**config.mk**
```make
export PLATFORM = sky130hd
export DESIGN_NAME = add_sub_seq
export DESIGN_NICKNAME = d
export VERILOG_FILES = /design/src/rtl/add_sub_seq.sv
export SDC_FILE = /design/constraint.sdc
export NUM_CORES = 1
export LEC_CHECK = 0
export BUFFER_PORTS_ARGS = -buffer_cell sky130_fd_sc_hd__buf_2
export CAP_MARGIN = 15
export CORE_UTILIZATION = 40
export DETAILED_ROUTE_END_ITERATION = 8
export SETUP_SLACK_MARGIN = 0.2
export SYNTH_ARGS = -nofsm -noshare
export SYNTH_HDL_FRONTEND = slang
export SYNTH_SLANG_ARGS = --single-unit
```
**constraint.sdc**
```tcl
create_clock -name clk -period 8 [get_ports clk]
set_input_delay 0.8 -clock clk [delete_from_list [all_inputs] [get_ports clk]]
set_output_delay 0.8 -clock clk [all_outputs]
set_load 0.1 [all_outputs]
```
**src/rtl/add_sub_seq.sv**
```systemverilog
// Digit-serial two's-complement adder/subtractor.
// Processes WIDTH bits DIGIT bits per clock under a start/done handshake.
module add_sub_seq #(
  parameter int WIDTH = 16,
  parameter int DIGIT = 4
) (
  input  logic             clk,
  input  logic             rst,
  input  logic             start,
  input  logic             sub,
  input  logic [WIDTH-1:0] A,
  input  logic [WIDTH-1:0] B,
  output logic             busy,
  output logic             done,
  output logic [WIDTH-1:0] result,
  output logic             overflow
);

  localparam int N  = WIDTH / DIGIT;
  localparam int CW = (N > 1) ? $clog2(N) : 1;

  typedef enum logic [1:0] {
    S_IDLE,
    S_RUN,
    S_DONE
  } state_t;

  state_t           state_q, state_d;
  logic [WIDTH-1:0] opa_q, opa_d;
  logic [WIDTH-1:0] opb_q, opb_d;
  logic [WIDTH-1:0] acc_q, acc_d;
  logic [WIDTH-1:0] result_q, result_d;
  logic [CW-1:0]    cnt_q, cnt_d;
  logic             carry_q, carry_d;
  logic             overflow_q, overflow_d;
  logic             busy_q, busy_d;
  logic             done_q, done_d;

  logic [DIGIT-1:0] a_dig, b_dig;
  logic [DIGIT:0]   dsum;
  logic             last_dig;

  assign a_dig    = opa_q[int'(cnt_q)*DIGIT +: DIGIT];
  assign b_dig    = opb_q[int'(cnt_q)*DIGIT +: DIGIT];
  assign dsum     = {1'b0, a_dig} + {1'b0, b_dig} + {{DIGIT{1'b0}}, carry_q};
  assign last_dig = (cnt_q == CW'(N - 1));

  always_comb begin
    state_d    = state_q;
    opa_d      = opa_q;
    opb_d      = opb_q;
    acc_d      = acc_q;
    result_d   = result_q;
    cnt_d      = cnt_q;
    carry_d    = carry_q;
    overflow_d = overflow_q;
    busy_d     = 1'b0;
    done_d     = 1'b0;
    case (state_q)
      S_IDLE, S_DONE: begin
        if (start) begin
          // Subtraction is A + ~B + 1: invert B here, inject the +1 as carry-in.
          opa_d   = A;
          opb_d   = B ^ {WIDTH{sub}};
          carry_d = sub;
          cnt_d   = '0;
          busy_d  = 1'b1;
          state_d = S_RUN;
        end else begin
          state_d = S_IDLE;
        end
      end
      S_RUN: begin
        acc_d[int'(cnt_q)*DIGIT +: DIGIT] = dsum[DIGIT-1:0];
        carry_d = dsum[DIGIT];
        cnt_d   = cnt_q + CW'(1);
        busy_d  = 1'b1;
        if (last_dig) begin
          result_d   = acc_d;
          overflow_d = (opa_q[WIDTH-1] == opb_q[WIDTH-1]) &&
                       (dsum[DIGIT-1] != opa_q[WIDTH-1]);
          cnt_d      = '0;
          busy_d     = 1'b0;
          done_d     = 1'b1;
          state_d    = S_DONE;
        end
      end
      default: state_d = S_IDLE;
    endcase
  end

  always_ff @(posedge clk or posedge rst) begin
    if (rst) begin
      state_q    <= S_IDLE;
      opa_q      <= '0;
      opb_q      <= '0;
      acc_q      <= '0;
      result_q   <= '0;
      cnt_q      <= '0;
      carry_q    <= 1'b0;
      overflow_q <= 1'b0;
      busy_q     <= 1'b0;
      done_q     <= 1'b0;
    end else begin
      state_q    <= state_d;
      opa_q      <= opa_d;
      opb_q      <= opb_d;
      acc_q      <= acc_d;
      result_q   <= result_d;
      cnt_q      <= cnt_d;
      carry_q    <= carry_d;
      overflow_q <= overflow_d;
      busy_q     <= busy_d;
      done_q     <= done_d;
    end
  end

  assign busy     = busy_q;
  assign done     = done_q;
  assign result   = result_q;
  assign overflow = overflow_q;

endmodule

```
After elaboration in Yosys (flattened, before gate mapping)
Cells that the tools add are included.
{ "word_totals": {"mem_bits_ro": 0, "ramBits": 0, "regBits": 72, "n_memories": 0, "latchBits": 0, "output_inout_bits": 19, "inputBits": 36, "elab_cells": 47} }
{ "op_classes": {"n_reduce_logical": 7, "multipliers": 0, "add_sub_neg": 4, "shifts": 4, "n_lt_le_gt_ge": 0, "div_mod_pow": 0, "n_mux": 14, "bitwise_logic": 1, "n_eq_ne": 7} }
{ "op_table": {"columns": ["operator", "n"], "rows": [
  ["4-bit negation with 33-bit output", 1],
  ["4-bit by 33-bit variable shift with 16-bit output (first input constant)", 1],
  ["4-bit by 33-bit variable part select with 16-bit output", 1],
  ["16-bit by 5-bit variable part select with 4-bit output", 2],
  ["16-bit bitwise mux", 1],
  ["16-bit bitwise XOR", 1],
  ["2-bit one-hot mux with 2 select lines", 2],
  ["1-bit two-way mux", 6],
  ["2-bit two-way mux", 3],
  ["2-bit AND reduction", 3],
  ["4-bit by 4-bit adder with 5-bit output", 1],
  ["5-bit by 1-bit adder with 5-bit output", 1],
  ["2-bit == test (second input constant)", 2],
  ["2-bit inequality test (second input constant)", 2],
  ["1-bit one-hot mux with 2 select lines", 2],
  ["2-bit by 1-bit adder with 2-bit output (second input constant)", 1],
  ["2-bit by 1-bit == test with 1-bit output (second input constant)", 1],
  ["2-bit logical NOT", 1],
  ["2-bit nonzero test", 1],
  ["2-bit OR reduction", 1],
  ["1-bit == test", 1],
  ["1-bit logical AND", 1],
  ["1-bit inequality test", 1]
]} }

Depth between registers and ports, before layout
{ "logic_depth": {"depth_word": 5, "mapped_depth": 8, "mapped_depth_nobuf": 7} }

Least setup slack after synthesis
Ideal clock, no wire load.
{ "synth_path": {"kind": "reg-to-reg", "from": "register cnt_q[0]", "to": "register acc_q[10]", "path_buffers": 1, "path_slack_ns": 5.123, "synth_period_minus_slack_ns": 2.877, "t_arrival_ns": 2.756, "required_ns": 7.879, "setup_ns": 0.121, "stages_incl_launch_ff": 8, "path_cell_list": "dfrtp_1 -> buf_2 -> mux4_2 -> fa_1 -> fa_1 -> xor2_1 -> and2_1 -> a22o_1"} }
{ "synth_via": {"elab_chain_len": 5, "word_cells_on_any_way": 8, "cone_classes": "add/sub (3); shift (4); mux (1)"} }
{ "synth_rtl": {"columns": ["element", "line", "rtl"], "rows": [
  ["start, declared", "33", "logic [CW-1:0] cnt_q, cnt_d;"],
  ["start signal, assigned", "110", "cnt_q <= cnt_d;"],
  ["16-bit by 5-bit variable part select with 4-bit output (on tied branches)", "43, 44", null],
  ["4-bit by 4-bit adder with 5-bit output", "45", "assign dsum = {1'b0, a_dig} + {1'b0, b_dig} + {{DIGIT{1'b0}}, carry_q};"],
  ["5-bit by 1-bit adder with 5-bit output", "45", null],
  ["4-bit by 33-bit variable part select with 16-bit output", "74", "acc_d[int'(cnt_q)*DIGIT +: DIGIT] = dsum[DIGIT-1:0];"],
  ["16-bit bitwise mux *", "74", null],
  ["end signal, assigned", "97", "acc_q <= '0;"],
  ["end signal, assigned", "108", "acc_q <= acc_d;"],
  ["end, declared", "31", "logic [WIDTH-1:0] acc_q, acc_d;"]
]} }
Every way passes the cells marked *; elsewhere a longest branch is shown, timed or not.
A chain may end at the register's enable or synchronous reset.

Worst setup path in the final report
{ "layout_path": {"from": "register cnt_q[0]", "to": "register acc_q[6]"} }
The elaborated chain is that of the path after synthesis.

==> reports/metrics.cfg <==
[sta]
finalSetupViolations=0
fin_crit_sh=0.399
max_freq_ghz=0.314
tns_ps=0
hold_violations=0
period_needed_ps=3190
setup_ws_ps=4810
slew_viol_final=0
worst_slew_pin_slew_ps=899
rsz0062_at_grt=no
slew_headroom=0.401
fin_skew_ps=6.90

[placed_design]
port_buffers=54
place_congestion=0.750
hpwl_mm=4.99
place_ws_ps=4780

[routing]
wl_per_cell_um=15.0
ant_nets=0
drt-pass1-iter-count=4
route.detailed.drc=0
drt-initial-drc-count=82
viasPerCell=5.27
dr_total_vias=2533
finalWirelength_mm=7.22

[yosys]
synth_ff_type=dfrtp_1
synth.largest_area_cell=dfrtp_1
ys_seq_area_frac=0.531
syn-num-nets=367
synth_area_leaders=dfrtp_1, nand2_1, mux4_2
syn_area_mm2=0.00339
synth_cells=320
synth_edf_count=0
yosysWarnings=0
netlist.area_leader.share=0.531
postSynthAreaPerCell_um2=10.6
synth-async-reset-ratio=1.00
yosysUniqueCellTypes=36
synth_seq_cells=72

[die]
die_w_um=94.1
io-pin-count=55
start_util=0.413
num_rows=33
dieArea_mm2=0.00886
die_y_um=94.1
core_mm2=0.00822

[worst_setup_path]
reg2reg_slack_ps=4810
crit_path_start_kind=flop
worst_ep_arrival_time_ps=3480
worstSetupPathType=flop to flop
worstSetupStartpoint=cnt_q[0]
end_kind=flop
path_max_fanout=16
r2r-start=cnt_q[0]
required_ps=8290

[clock_network]
clk_pin_slew_ps=80
clock-root-buffer=clkbuf_8
cts_num_sinks=72
cts.repair.resized=0
clockBufferDepth=2
clkLatencyLatePin_ps=350
holdBufCountCts=0
post_cts_buffers=0
cts_htree_levels=3
cts_tree=yes
cts_buffers=9

[finish]
fin_util=0.483
multi_input_area_mm2=0.00148
drive_above_1_share=0.237
ff_latch_area_mm2=0.00180
fillerInstances=803
diodes=0
nets=418
syn_to_final_growth_pct=17.0

[outcome]
status=complete, no violations

[global_routing]
grtUsageMet3=0.0494
grtUsageTotal=0.185
antenna_found_initial=0
grt_first_pass_wirelength_mm=12.3
grt_pass1_vias=2548
gr-usage-met1=0.236
grt_max_degree=73
overflow=0
met2_usage=0.302
grt.busiest_layer=met2

[min_path]
min_from=opa_q[2]
hp-class=flop to flop

[job]
cap_viol_max_count=0

==> path summary, 6_finish.rpt <==
| check | end | cells after the start |
|---|---|---|
| max reg2reg | acc_q[6] | 6 |
| min in group asynchronous | result[11] | 3 |
| max in group asynchronous | result[4] | 3 |
| min | opa_q[2] | 2 |
| min reg2reg | opa_q[2] | 2 |
| max | acc_q[6] | 6 |
==> state kept, by name (all words and copies together), names as in the netlist <==
name / flops
carry_q: 1
cnt_q: 2
opb_q: 16
acc_q: 16
result: 16
done: 1
state_q: 2
opa_q: 16
busy: 1
overflow: 1
==> cells by family after synthesis <==
group,Yosys count,share of synthesized area
simple gates,119,0.153
buf+inv,28,0.0332
fa+ha+maj,11,0.0450
xor+xnor,17,0.0439
flops,72,0.531
compound gates,65,0.141
mux,8,0.0531
==> metal layers <==
| metal | vias to the layer above | share of wire | routed length [um] |
|---|---|---|---|
| met5 | - | 0 | 0 |
| met2 | 61 | 0.50 | 3590 |
| met1 | 1241 | 0.45 | 3220 |
| met4 | 0 | 0.016 | 114 |
| met3 | 15 | 0.040 | 291 |
| li1 | 1216 | - | - |
==> stage by stage <==
stage / area (um2) / cells / hold slack [ps]
floorplan: 3390 / 320 / 440
global placement: 3740 / 464 / 453
detailed placement: 3740 / 464 / 464
CTS: 3960 / 480 / 482
global route: 3970 / 481 / 504
finish: 3970 / 481 / 476
==> worst max-delay path: stages (launching register included) <==
cell and delay [ps]:
dfrtp_1 860, mux4_2 620, fa_1 470, fa_1 430, xor2_1 350, and2_1 250
a22o_1 160
==> cell type report <==
| cell class | instances | area share |
|---|---|---|
| Sequential cell | 72 | 0.454 |
| Clock buffer | 10 | 0.0347 |
| Inverter | 10 | 0.00945 |
| Clock inverter | 6 | 0.0208 |
| Timing Repair Buffer | 58 | 0.0756 |
| Multi-Input combinational cell | 220 | 0.373 |
| Tap cell | 105 | 0.0331 |
==> Yosys cell counts, types with 2 or more instances <==
master    number
clkbuf_1       9
nor3_2         2
nand2b_1       2
buf_1          3
nor2_1        28
a21oi_1        2
nand2_1       77
o21ai_0       19
mux4_2         8
o21ai_1        5
buf_2          6
dfrtp_1       72
a22o_1         5
a32oi_1        4
inv_1          9
nand3_1        2
ha_1           9
xnor2_1       16
a32o_1        12
a221oi_1      12
nor2b_1        2
fa_1           2
==> cells in the final DEF, fill, tap and decap left out, types with 9 or more instances in the layout <==
cell / Yosys / routed
buf_2: 6 / 54
o21ai_0: 19 / 19
a32o_1: 12 / 12
xnor2_1: 16 / 16
nand2_1: 77 / 77
a221oi_1: 12 / 12
dfrtp_1: 72 / 72
clkbuf_8: 0 / 10
nor2_1: 28 / 28
ha_1: 9 / 9
Power is not shown: default switching activity piles up to over one toggle a cycle in this logic, so the estimate is an artifact.
